### src/rtl/ps2_rx.sv
// PS/2 device-to-host receiver: pad synchronisers, PS/2 clock glitch filter,
// 11-bit frame deserialiser with parity/stop/timeout checking and a stretched valid strobe.
module ps2_rx #(
  parameter int FILTER_LEN  = 8,
  parameter int TIMEOUT_CYC = 50000,
  parameter int VLD_CYCLES  = 4
) (
  input  logic       clk50,
  input  logic       reset,
  input  logic       ps2_clk,
  input  logic       ps2_dat,
  output logic       ps2_vld,
  output logic [7:0] ps2_data,
  output logic       ps2_err
);

  localparam int TO_W = $clog2(TIMEOUT_CYC + 1);
  localparam int ST_W = $clog2(VLD_CYCLES + 1);
  localparam logic [7:0]      FILT_MAX = 8'(FILTER_LEN - 1);
  localparam logic [TO_W-1:0] TO_MAX   = TO_W'(TIMEOUT_CYC - 1);
  localparam logic [ST_W-1:0] ST_LOAD  = ST_W'(VLD_CYCLES);

  typedef enum logic [1:0] {IDLE, DATA, PARITY, STOP} state_t;

  logic            clk_s1, clk_s2, dat_s1, dat_s2;
  logic            filt_clk;
  logic [7:0]      filt_cnt;
  logic            filt_mis, filt_edge, sample;
  logic [TO_W-1:0] to_cnt;
  logic            timeout;
  state_t          state, state_nx;
  logic [3:0]      bit_cnt;
  logic [7:0]      shreg;
  logic            par;
  logic            accept, frame_err;
  logic [ST_W-1:0] stretch, stretch_nx;

  // Pads idle high, so the synchronisers reset to 1 to avoid a false start bit.
  // NOTE: sequential state uses non-blocking (<=) so every flop samples pre-edge values.
  always_ff @(posedge clk50 or negedge reset) begin
    if (!reset) begin
      clk_s1 <= 1'b1;
      clk_s2 <= 1'b1;
      dat_s1 <= 1'b1;
      dat_s2 <= 1'b1;
    end else begin
      clk_s1 <= ps2_clk;
      clk_s2 <= clk_s1;
      dat_s1 <= ps2_dat;
      dat_s2 <= dat_s1;
    end
  end

  assign filt_mis  = (clk_s2 != filt_clk);
  assign filt_edge = filt_mis && (filt_cnt == FILT_MAX);
  assign sample    = filt_edge && filt_clk;

  always_ff @(posedge clk50 or negedge reset) begin
    if (!reset) begin
      filt_clk <= 1'b1;
      filt_cnt <= '0;
    end else if (filt_edge) begin
      filt_clk <= clk_s2;
      filt_cnt <= '0;
    end else if (filt_mis) begin
      filt_cnt <= filt_cnt + 8'd1;
    end else begin
      filt_cnt <= '0;
    end
  end

  // A sample event in the same cycle as the timeout keeps the frame alive.
  assign timeout = (state != IDLE) && (to_cnt == TO_MAX) && !sample;

  always_ff @(posedge clk50 or negedge reset) begin
    if (!reset) begin
      to_cnt <= '0;
    end else if (filt_edge || state == IDLE) begin
      to_cnt <= '0;
    end else if (to_cnt != TO_MAX) begin
      to_cnt <= to_cnt + 1'b1;
    end
  end

  always_ff @(posedge clk50 or negedge reset) begin
    if (!reset) state <= IDLE;
    else        state <= state_nx;
  end

  // NOTE: every always_comb output gets a default first so no path can infer a latch.
  always_comb begin
    state_nx  = state;
    accept    = 1'b0;
    frame_err = 1'b0;
    if (timeout) begin
      state_nx  = IDLE;
      frame_err = 1'b1;
    end else if (sample) begin
      case (state)
        IDLE:   if (!dat_s2) state_nx = DATA;
        DATA:   if (bit_cnt == 4'd7) state_nx = PARITY;
        PARITY: state_nx = STOP;
        STOP: begin
          state_nx = IDLE;
          if (dat_s2 && ^{shreg, par}) accept = 1'b1;
          else                         frame_err = 1'b1;
        end
        default: state_nx = IDLE;
      endcase
    end
  end

  always_ff @(posedge clk50 or negedge reset) begin
    if (!reset) begin
      bit_cnt <= '0;
      shreg   <= '0;
      par     <= 1'b0;
    end else if (sample) begin
      case (state)
        IDLE: bit_cnt <= '0;
        DATA: begin
          shreg   <= {dat_s2, shreg[7:1]};
          bit_cnt <= bit_cnt + 4'd1;
        end
        PARITY: par <= dat_s2;
        default: ;
      endcase
    end
  end

  always_comb begin
    stretch_nx = stretch;
    if (accept)             stretch_nx = ST_LOAD;
    else if (stretch != '0) stretch_nx = stretch - 1'b1;
  end

  always_ff @(posedge clk50 or negedge reset) begin
    if (!reset) begin
      stretch  <= '0;
      ps2_vld  <= 1'b0;
      ps2_data <= 8'h00;
      ps2_err  <= 1'b0;
    end else begin
      stretch <= stretch_nx;
      ps2_vld <= (stretch_nx != '0);
      ps2_err <= frame_err;
      if (accept) ps2_data <= shreg;
    end
  end

endmodule

### config.mk
export PLATFORM = sky130hd
export DESIGN_NAME = ps2_rx
export DESIGN_NICKNAME = d
export VERILOG_FILES = /design/src/rtl/ps2_rx.sv
export SDC_FILE = /design/constraint.sdc
export NUM_CORES = 1
export LEC_CHECK = 0
export ABC_CLOCK_PERIOD_IN_PS = 3700
export CORE_AREA = 5 5 70 72
export DETAILED_ROUTE_END_ITERATION = 6
export DIE_AREA = 0 0 75 77
export DONT_BUFFER_PORTS = 1
export PLACE_DENSITY = 0.92
export SLEW_MARGIN = 20
export SYNTH_ARGS = -nofsm -noshare
export SYNTH_HDL_FRONTEND = slang
export SYNTH_SLANG_ARGS = --single-unit
### constraint.sdc
create_clock -name clk50 -period 3.7 [get_ports clk50]
set_input_delay 0.555 -clock clk50 [delete_from_list [all_inputs] [get_ports clk50]]
set_output_delay 0.555 -clock clk50 [all_outputs]
set_load 0.02 [all_outputs]
==> out/summary.txt, run 1 <==
Setup crit end kind = register
Crit path from = filt_cnt[0]$_DFF_PN0_
DR vias = 1711
Yosys cell types = 43
Post-synth EDFFs = 0
PD cells = 477 nW/um^2
CP Capture Point = ps2_data[1]$_DFFE_PN0P_
Clock latency on the worst-skew pair = 0.34 ns
Register area share after synthesis = 0.528
FILL cells = 267
Post-CTS sizing = 0
Share of cells above drive strength 1 = 0.204
DIE AREA = 5780 um^2
Sink Count = 57
Yosys warns = 0
Crit path max fanout = 12
CORE AREA = 4230 um^2
WP data required = 3.92 ns
DRT iter0 DRCs = 101
Total Routed Length = 4.54 mm
Total GRT Usage = 0.185
Detailed placer's ending HPWL = 2.99 mm
Area growth from synthesis to layout = 11.6%
Vias in the first global route = 1676
Syn Inst Count = 231
Final Hold Fails = 0
Global-route wire length before repair = 7.87 mm
Largest net degree at the start of global routing = 53
Clk buf depth = 2
Crit start category = register
Static leakage = 1.45 nW
Routed wire per std cell = 15.3 um
Vias per cell = 5.76
Fmax = 425 MHz
Final #Nets = 254
Clock buffers created by TritonCTS = 9
Max VDD drop = 0.337 mV
Ranking of synthesized cells by area = dfrtp_1 (48%), mux2_2 (5.4%), dfstp_2 (4.8%)
Post-synth top area share = 0.480
Hold/Removal Path Class = input pin to asynchronous set/reset pin
RSZ-0062 raised after global routing = no
Synth cell count leaders = dfrtp_1 (52), nor2_1 (27), nand2_1 (18)
Die X = 75 um
Aggregate global routing overflow = 0
Slew Viols, Final = 0
Initial antenna violation count = 0
H-Tree Depth = 3
Tcrit/Tclk final = 0.636
Synth Flop Type = dfrtp_1
Async set-reset flop share out of synthesis = 1.00
CP Data Arrival Time = 2.57 ns
Biggest area consumer among synthesized cells = dfrtp_1
Final setup viols = 0
Max Cap Viol = 0
Mean Syn Cell Area = 11.7 um^2
Final setup margin = 1.35 ns
# IOs = 14
Gpl congestion = 0.777
Final worst path period need = 2.35 ns
Post-Syn Area = 2710 um^2
CTS tree = done
WS Path Type = register to register
PortBufs = 0
Worst clock skew = 0.00772 ns
Post-DRT Antenna Nets = 0
DR pass1 iterations = 5
Die height = 77 um
R2R Setup Slk = 1.35 ns
Least-Margin Pin Slew = 0.540 ns
Count leader, synth = dfrtp_1
FP Rows = 24
Relative slew slack = 0.635
Mapped Nets = 245
Clk slew on worst S/H paths = 0.06 ns
Status = finished clean
#FFs+latches synth = 57
Worst R2R Path Depth = 5
Clock root buffer = clkbuf_8
Place WS = 1.34 ns
RR Startpoint = filt_cnt[0]$_DFF_PN0_
Reg2reg end = ps2_data[1]$_DFFE_PN0P_
Antenna cell count = 0
Starting density of the core = 0.641
Final TNS setup = 0 ns
# DRC = 0
sequential cells by signal, indices dropped and copies added, names as in the netlist:
| signal | count |
|---|---|
| bit_cnt | 4 |
| clk_s1 | 1 |
| clk_s2 | 1 |
| dat_s1 | 1 |
| dat_s2 | 1 |
| filt_clk | 1 |
| filt_cnt | 8 |
| par | 1 |
| ps2_data | 8 |
| ps2_err | 1 |
| ps2_vld | 1 |
| shreg | 8 |
| state | 2 |
| stretch | 3 |
| to_cnt | 16 |
cell type report:
| class | count | area [um^2] | share of cell area |
|---|---|---|---|
| Sequential cell | 57 | 1430 | 0.473 |
| Multi-Input combinational cell | 165 | 1240 | 0.409 |
| Clock buffer | 9 | 124 | 0.0409 |
| Inverter | 6 | 22.5 | 0.00744 |
| Tap cell | 52 | 65.1 | 0.0215 |
| Clock inverter | 7 | 119 | 0.0393 |
| Timing Repair Buffer | 1 | 27.5 | 0.00909 |
cell families (layout without fill, tap and decap cells):
group	count (synthesis)	after routing	share of synthesized area
XOR/XNOR	27	27	0.0923
adder cells (fa/ha/maj)	10	10	0.0461
AND/OR/NAND/NOR	85	85	0.170
multiplexers	21	21	0.0946
AO/OA/AOI/OAI	22	22	0.0530
flip-flops	57	57	0.528
buffers and inverters	9	23	0.0157
stage by stage:
| step | hold slack [ns] | power [mW] | utilization | instance area (um^2) | std cells |
|---|---|---|---|---|---|
| 3_3_place_gp | 0.262 | 0.738 | 0.651 | 2760 | 280 |
| 5_1_grt | 0.0261 | 1.51 | 0.715 | 3030 | 297 |
| 2_1_floorplan | 0.259 | 0.726 | - | 2710 | 231 |
| 6_report | 0.0565 | 1.44 | 0.715 | 3030 | 297 |
| 4_1_cts | 0.0336 | 1.46 | 0.715 | 3030 | 297 |
| 3_5_place_dp | 0.261 | 0.743 | 0.651 | 2760 | 280 |
placed cells by master (no fill, tap or decap), types with 3 or more instances in the layout:
| cell | instances |
|---|---|
| a21oi_1 | 4 |
| a31o_2 | 3 |
| and3_1 | 8 |
| bufinv_16 | 3 |
| clkbuf_8 | 9 |
| dfrtp_1 | 52 |
| dfstp_2 | 5 |
| ha_1 | 10 |
| inv_1 | 6 |
| mux2_2 | 13 |
| mux2_4 | 6 |
| nand2_1 | 18 |
| nand3_1 | 8 |
| nor2_1 | 27 |
| nor3_1 | 3 |
| o21ai_0 | 6 |
| xnor2_1 | 12 |
| xor2_1 | 14 |
what timing repair did:
item | in CTS | in global routing
hold buffers | 1 | 0
buffers inserted | 0 | 0
hold endpoints to repair | 52 | 0
worst max-delay path, stage by stage, from the launching register on:
cell and delay [ns]:
dfrtp_1 0.42, ha_1 0.24, nor4b_2 0.35, and3_1 0.36
nand4_2 0.43, mux2_2 0.43
power breakdown:
part | leakage, nW | total (mW) | switching [mW] | internal, mW
Sequential | 0.777 | 0.671 | 0.0220 | 0.649
Clock | 0.115 | 0.699 | 0.253 | 0.446
Combinational | 0.557 | 0.0739 | 0.0446 | 0.0293
how the worst min path moves through the flow:
| stage | depth (start not counted) | endpoint | startpoint |
|---|---|---|---|
| 6_report | 0 | dat_s2$_DFF_PN1_ | reset |
| 4_1_cts | 0 | filt_clk$_DFFE_PN1N_ | reset |
| 3_3_place_gp | 0 | ps2_data[0]$_DFFE_PN0P_ | reset |
| 2_1_floorplan | 0 | bit_cnt[0]$_DFFE_PN0P_ | reset |
| 5_1_grt | 0 | dat_s2$_DFF_PN1_ | reset |
| 3_5_place_dp | 0 | ps2_data[1]$_DFFE_PN0P_ | reset |
metal layers:
layer | vias to the layer above | track usage | wire length, um | part of all wire
met5 | - | 0 | 0 | 0
met1 | 841 | 0.249 | 2140 | 0.47
met4 | 0 | 0.0961 | 110 | 0.024
met3 | 8 | 0.0601 | 192 | 0.042
li1 | 826 | - | - | -
met2 | 36 | 0.262 | 2100 | 0.46
(Power assumes the default switching activity.)
==> run 2: changes to the inputs <==
==> config.mk (replaced) <==
export PLATFORM = sky130hd
export DESIGN_NAME = ps2_rx
export DESIGN_NICKNAME = d
export VERILOG_FILES = /design/src/rtl/ps2_rx.sv
export SDC_FILE = /design/constraint.sdc
export NUM_CORES = 1
export LEC_CHECK = 0
export ABC_CLOCK_PERIOD_IN_PS = 2150
export CORE_AREA = 5 5 76 78
export DETAILED_ROUTE_END_ITERATION = 6
export DIE_AREA = 0 0 81 83
export DONT_BUFFER_PORTS = 1
export PLACE_DENSITY = 0.84
export SLEW_MARGIN = 20
export SYNTH_ARGS = -nofsm -noshare
export SYNTH_HDL_FRONTEND = slang
export SYNTH_SLANG_ARGS = --single-unit
==> constraint.sdc (replaced) <==
create_clock -name clk50 -period 2.15 [get_ports clk50]
set_input_delay 0.3225 -clock clk50 [delete_from_list [all_inputs] [get_ports clk50]]
set_output_delay 0.3225 -clock clk50 [all_outputs]
set_load 0.02 [all_outputs]
==> run 2 against run 1 <==
Net effect:
- fmax up 16%
- clock skew is essentially flat
- combinational power up 100%
- final cell count is 8.1% higher
- sequential share of layout area decreased by 0.83 points
- global-route usage down 3.4 points
- power grew 57%
- worst setup slack worse by 1.2 ns
- final area up 1.8%
==> out/summary.txt, run 2 (synthesis results as in run 1) <==
Status = finished clean
Relative slew slack = 0.638 (+0.00337)
PortBufs = 0 (unchanged)
Reg2reg end = ps2_data[3]$_DFFE_PN0P_
Static leakage = 1.48 nW (+1.9%)
Final worst path period need = 2.02 ns (-0.328 ns)
Least-Margin Pin Slew = 0.535 ns (-0.00498 ns)
Share of cells above drive strength 1 = 0.219 (+0.0150)
Worst R2R Path Depth = 6 (+1)
Place WS = 0.0593 ns (-1.28 ns)
Tcrit/Tclk final = 0.942 (+0.306)
Crit start category = register
Die height = 83 um (+7.8%)
Routed wire per std cell = 14.0 um (-8.6%)
PD cells = 734 nW/um^2 (+54%)
Global-route wire length before repair = 7.76 mm (-1.4%)
Fmax = 494 MHz (+16%)
CORE AREA = 5010 um^2 (+18%)
Critical path's slowest cell = xnor3_1
R2R Setup Slk = 0.13 ns (-1.22 ns)
Sink Count = 57 (unchanged)
Crit path largest cell delay = 0.46 ns (+0.03 ns)
Slew Viols, Final = 0 (unchanged)
Clk slew on worst S/H paths = 0.07 ns (about the same)
Gpl congestion = 0.777 (unchanged)
Clock root buffer = clkbuf_8
CTS tree = done
Final TNS setup = 0 ns (unchanged)
Area growth from synthesis to layout = 13.6%
Crit path cell chain = xnor2_2 -> xnor3_1 -> xnor2_2 -> nand4_2 -> buf_12 -> mux2_4
Number of flip-flops in the largest register = 16 (unchanged)
Reg with most FFs = to_cnt
DIE AREA = 6720 um^2 (+16%)
Die X = 81 um (+8.0%)
CP Capture Point = ps2_data[3]$_DFFE_PN0P_
Vias in the first global route = 1751 (+4.5%)
Non-filler cells, final = 321 (+8.1%)
Cell count after placement = 301 (+7.5%)
Clock latency on the worst-skew pair = 0.34 ns (about the same)
Most frequent cells in the layout = dfrtp_1 (52), nor2_1 (27), nand2_1 (18), xor2_1 (14), mux2_2 (13)
Most frequent CP cell = xnor2_2
Final #Nets = 260 (+2.4%)
WP data required = 2.37 ns (-1.55 ns)
FP Rows = 26 (+8.3%)
Setup crit end kind = register
Total Routed Length = 4.48 mm (-1.2%)
Final Cell Area = 3080 um^2 (+1.8%)
# IOs = 14 (unchanged)
Aggregate global routing overflow = 0 (unchanged)
Hold/Removal Path Class = register to register
Final setup margin = 0.125 ns (-1.22 ns)
Worst clock skew = 0.00729 ns (-0.000423 ns)
CP Data Arrival Time = 2.24 ns (-0.33 ns)
Final Hold Fails = 0 (unchanged)
Largest net degree at the start of global routing = 58 (+9.4%)
WS Path Type = register to register
Max Cap Viol = 0 (unchanged)
Crit path from = shreg[3]$_DFFE_PN0P_
DRT iter0 DRCs = 56 (-45%)
Max VDD drop = 0.577 mV (+71%)
DR pass1 iterations = 4 (-1)
Final setup viols = 0 (unchanged)
Starting density of the core = 0.541 (-0.0992)
Detailed placer's ending HPWL = 3.04 mm (+1.9%)
DR vias = 1719 (+0.47%)
Post-DP Area = 2820 um^2 (+2.1%)
Crit path max fanout = 12 (unchanged)
Hold Path Origin = clk_s1$_DFF_PN1_
RR Startpoint = shreg[3]$_DFFE_PN0P_
Initial antenna violation count = 0 (unchanged)
Total GRT Usage = 0.150 (-0.0344)
# DRC = 0 (unchanged)
Clock buffers created by TritonCTS = 9 (unchanged)
RSZ-0062 raised after global routing = no
Post-DRT Antenna Nets = 0 (unchanged)
Antenna cell count = 0 (unchanged)
H-Tree Depth = 3 (unchanged)
Power, Total = 2.26 mW (+57%)
Clk buf depth = 2 (unchanged)
Vias per cell = 5.36 (-7.0%)
Commonest non-fill, non-tap cell in the layout = dfrtp_1
-- run 2: changes by cell type in the layout (fill, tap and decap cells not counted), moves of 2 or more --
cell           delta
buf_4             +2
bufinv_16         -2
clkinv_2          +2
dlygate4sd3_1     +3
xnor2_1           -2
xnor2_2           +2
-- run 2: what timing repair did --
action | CTS | global route
hold buffers | 4 | 0
endpoints found under the setup margin | 0 | 6
setup buffers | 0 | 0
resized for setup | 0 | 2
endpoints found under the hold margin | 59 | 0
-- run 2: through the flow --
step | utilization | hold WS (ns)
after CTS | 0.612 | 0.357
after floorplan | - | 0.0269
final | 0.615 | 0.356
after global routing | 0.615 | 0.363
after global placement | 0.562 | 0.0291
after detailed placement | 0.562 | 0.0290
-- run 2: per-layer routing --
layer	vias to the layer above	share of wire	global-route usage
met3	11	0.043	0.0498
met5	-	0	0
met4	0	0.020	0.0829
li1	833	-	-
met1	846	0.44	0.170
met2	29	0.49	0.245
-- run 2: cell type report --
| cell class | count | area, um^2 |
|---|---|---|
| Sequential cell | 57 | 1430 |
| Fill cell | 401 | 1930 |
| Tap cell | 70 | 87.6 |
| Timing Repair Buffer | 7 | 92.6 |
| Clock inverter | 7 | 70.1 |
| Clock buffer | 9 | 124 |
| Multi-Input combinational cell | 165 | 1250 |
| Inverter | 6 | 22.5 |
-- run 2: how the worst min path moves through the flow --
| stage | endpoint | slack, ns | depth (start not counted) |
|---|---|---|---|
| after floorplan | bit_cnt[0]$_DFFE_PN0P_ | 0.03 | 0 |
| after global placement | bit_cnt[2]$_DFFE_PN0P_ | 0.03 | 0 |
| after detailed placement | ps2_data[0]$_DFFE_PN0P_ | 0.03 | 0 |
| after CTS | clk_s2$_DFF_PN1_ | 0.36 | 0 |
| after global routing | clk_s2$_DFF_PN1_ | 0.36 | 0 |
| final | clk_s2$_DFF_PN1_ | 0.36 | 0 |
-- run 2: critical path: cells and delay by family, from the launching register on --
kind	cells	cell delay (ns)
xor+xnor	3	0.86
buf+inv	1	0.17
flops	1	0.44
mux	1	0.29
simple gates	1	0.15
-- run 2: power by group --
group	internal (mW)	leakage, nW	switching [mW]
logic	0.0649	0.601	0.0827
clock network	0.533	0.0994	0.431
registers	1.12	0.777	0.0337
==> run 3: changes to the inputs <==
==> config.mk (replaced) <==
export PLATFORM = sky130hd
export DESIGN_NAME = ps2_rx
export DESIGN_NICKNAME = d
export VERILOG_FILES = /design/src/rtl/ps2_rx.sv
export SDC_FILE = /design/constraint.sdc
export NUM_CORES = 1
export LEC_CHECK = 0
export ABC_CLOCK_PERIOD_IN_PS = 2000
export CORE_AREA = 5 5 74 76
export DETAILED_ROUTE_END_ITERATION = 6
export DIE_AREA = 0 0 79 81
export PLACE_DENSITY = 0.88
export SLEW_MARGIN = 20
export SYNTH_ARGS = -nofsm -noshare
export SYNTH_HDL_FRONTEND = slang
export SYNTH_SLANG_ARGS = --single-unit
==> constraint.sdc (replaced) <==
create_clock -name clk50 -period 2 [get_ports clk50]
set_input_delay 0.3 -clock clk50 [delete_from_list [all_inputs] [get_ports clk50]]
set_output_delay 0.3 -clock clk50 [all_outputs]
set_load 0.02 [all_outputs]
==> run 3 against run 2 <==
Net effect:
- non-clock buffer count increased by 18
- combinational power increased by 26%
- via count increased by 4.6%
- final cell count increased by 0.62%
- routed wire length increased by 6.7%
- count of clock-buffer cells in the layout increased by 4
- sequential share of layout area decreased by 2.2 points
- die area decreased by 4.8%
- first-iteration DRC count increased by 18%
- sequential power increased by 7%
- critical path type unchanged
- largest power group unchanged
==> out/summary.txt, run 3 (synthesis results as in run 1) <==
Register Area = 1430 um^2 (about the same)
Clk buf depth = 2 (unchanged)
Commonest non-fill, non-tap cell in the layout = dfrtp_1
R2R Setup Slk = 0.07 ns (-0.06 ns)
Non-filler cells, final = 323 (+0.62%)
Cell count after placement = 303 (+0.66%)
Final #Nets = 278 (+6.9%)
Max Cap Viol = 0 (unchanged)
Post-DRT Antenna Nets = 0 (unchanged)
Final TNS setup = 0 ns (unchanged)
Place WS = 0.0362 ns (-0.0230 ns)
Status = finished clean
Clock root buffer = clkbuf_8
FP Rows = 25 (-3.8%)
Hold/Removal Path Class = register to register
Post-DP Area = 2970 um^2 (+5.5%)
Die height = 81 um (-2.4%)
Least-Margin Pin Slew = 0.514 ns (-0.0208 ns)
Max VDD drop = 0.611 mV (+5.8%)
Share of cells above drive strength 1 = 0.249 (+0.0299)
Gpl congestion = 0.797 (+2.6%)
WS Path Type = register to register
Reg with most FFs = to_cnt
Crit path max fanout = 12 (unchanged)
Area growth from synthesis to layout = 19.2%
Sink Count = 57 (unchanged)
Clock latency on the worst-skew pair = 0.34 ns (about the same)
Total GRT Usage = 0.170 (+0.0195)
Worst R2R Path Depth = 6 (unchanged)
Hold path cells = 0 (unchanged)
Number of flip-flops in the largest register = 16 (unchanged)
PortBufs = 13 (+13)
Multi-input logic area = 1270 um^2 (+1.3%)
CP Data Arrival Time = 2.16 ns (-0.08 ns)
Global-route wire length before repair = 8.23 mm (+6.0%)
Total Routed Length = 4.78 mm (+6.7%)
CTS tree = done
Crit start category = register
Clk slew on worst S/H paths = 0.07 ns (about the same)
Aggregate global routing overflow = 0 (unchanged)
H-Tree Depth = 3 (unchanged)
RR Startpoint = shreg[3]$_DFFE_PN0P_
Antenna cell count = 0 (unchanged)
Worst clock skew = 0.00904 ns (+0.00174 ns)
# DRC = 0 (unchanged)
Final setup viols = 0 (unchanged)
# IOs = 14 (unchanged)
Relative slew slack = 0.657 (+0.0189)
FILL cells = 319 (-20%)
Vias per cell = 5.57 (+3.9%)
Fmax = 517 MHz (+4.6%)
Static leakage = 1.55 nW (+4.8%)
PD cells = 775 nW/um^2 (+5.6%)
CORE AREA = 4660 um^2 (-7.0%)
WHS Endpoint = clk_s2$_DFF_PN1_
Routed wire per std cell = 14.8 um (+6.0%)
Initial antenna violation count = 0 (unchanged)
DR pass1 iterations = 5 (+1)
WP data required = 2.22 ns (-0.15 ns)
Most frequent cells in the layout = dfrtp_1 (51), nor2_1 (27), nand2_1 (17), xor2_1 (14), mux2_2 (13)
Hold WS = 0.355 ns (-0.000470 ns)
Detailed placer's ending HPWL = 3.20 mm (+5.3%)
Setup crit end kind = register
Power, Total = 2.51 mW (+11%)
Vias in the first global route = 1800 (+2.8%)
DIE AREA = 6400 um^2 (-4.8%)
Final Cell Area = 3230 um^2 (+5.0%)
Final Hold Fails = 0 (unchanged)
Slew Viols, Final = 0 (unchanged)
Reg2reg end = ps2_data[4]$_DFFE_PN0P_
Tcrit/Tclk final = 0.967 (+0.0258)
Largest net degree at the start of global routing = 28 (-52%)
Clock buffers created by TritonCTS = 9 (unchanged)
Starting density of the core = 0.582 (+0.0406)
DRT iter0 DRCs = 66 (+18%)
Fin util = 0.694 (+0.0788)
Hold Path Origin = clk_s1$_DFF_PN1_
Die X = 79 um (-2.5%)
Final worst path period need = 1.93 ns (-0.0897 ns)
Final setup margin = 0.0651 ns (-0.0603 ns)
DR vias = 1798 (+4.6%)
[run 3: cell types whose count changed in the layout (fill, tap and decap cells not counted), sizes merged, moves of 2 or more]
| cell | previous run | this run |
|---|---|---|
| clkdlybuf4s50 | 0 | 12 |
| buf | 4 | 12 |
| clkbuf | 9 | 13 |
| clkinv | 4 | 2 |
| dlygate4sd3 | 3 | 1 |
[run 3: report_power, final]
group	switching (mW)	internal [mW]	total, mW
logic	0.101	0.0858	0.187
clock network	0.447	0.640	1.09
registers	0.0326	1.20	1.23
total	0.581	1.93	2.51
[run 3: how the worst max path moves through the flow]
| stage | start | to | slack, ns | cells past startpoint |
|---|---|---|---|---|
| detailed placement | shreg[1]$_DFFE_PN0P_ | ps2_data[3]$_DFFE_PN0P_ | 0.04 | 6 |
| floorplan | filt_cnt[0]$_DFF_PN0_ | ps2_data[2]$_DFFE_PN0P_ | 0.05 | 7 |
| finish | shreg[3]$_DFFE_PN0P_ | ps2_data[4]$_DFFE_PN0P_ | 0.07 | 6 |
| CTS | shreg[1]$_DFFE_PN0P_ | ps2_data[3]$_DFFE_PN0P_ | 0.004 | 6 |
| global route | to_cnt[4]$_DFFE_PN0P_ | ps2_err$_DFF_PN0_ | -0.01 | 5 |
| global placement | shreg[1]$_DFFE_PN0P_ | ps2_data[5]$_DFFE_PN0P_ | 0.08 | 6 |
[run 3: timing repair]
action / in CTS / in global routing
hold buffers: 1 / 0
gates resized for setup: 0 / 8
buffers inserted: 0 / 3
endpoints found under the setup margin: 0 / 18
endpoints found under the hold margin: 19 / 0
[run 3: layout make-up]
class,count,share of cell area
Clock buffer,13,0.0491
Clock inverter,3,0.0124
Inverter,6,0.00696
Multi-Input combinational cell,165,0.392
Sequential cell,57,0.443
Tap cell,54,0.0209
Timing Repair Buffer,25,0.0750
[run 3: layer usage]
metal / track usage / vias to the layer above / share of wire
met4: 0.0876 / 0 / 0.023
met3: 0.0543 / 11 / 0.042
li1: - / 870 / -
met5: 0 / - / 0
met2: 0.276 / 34 / 0.47
met1: 0.203 / 883 / 0.46
[run 3: worst max-delay path, stage by stage, from the launching register on]
cell and delay (ns):
dfrtp_1 0.40, xnor2_1 0.17, xnor3_1 0.45, xnor2_2 0.18, nand4_2 0.15, buf_12 0.18, mux2_4 0.30
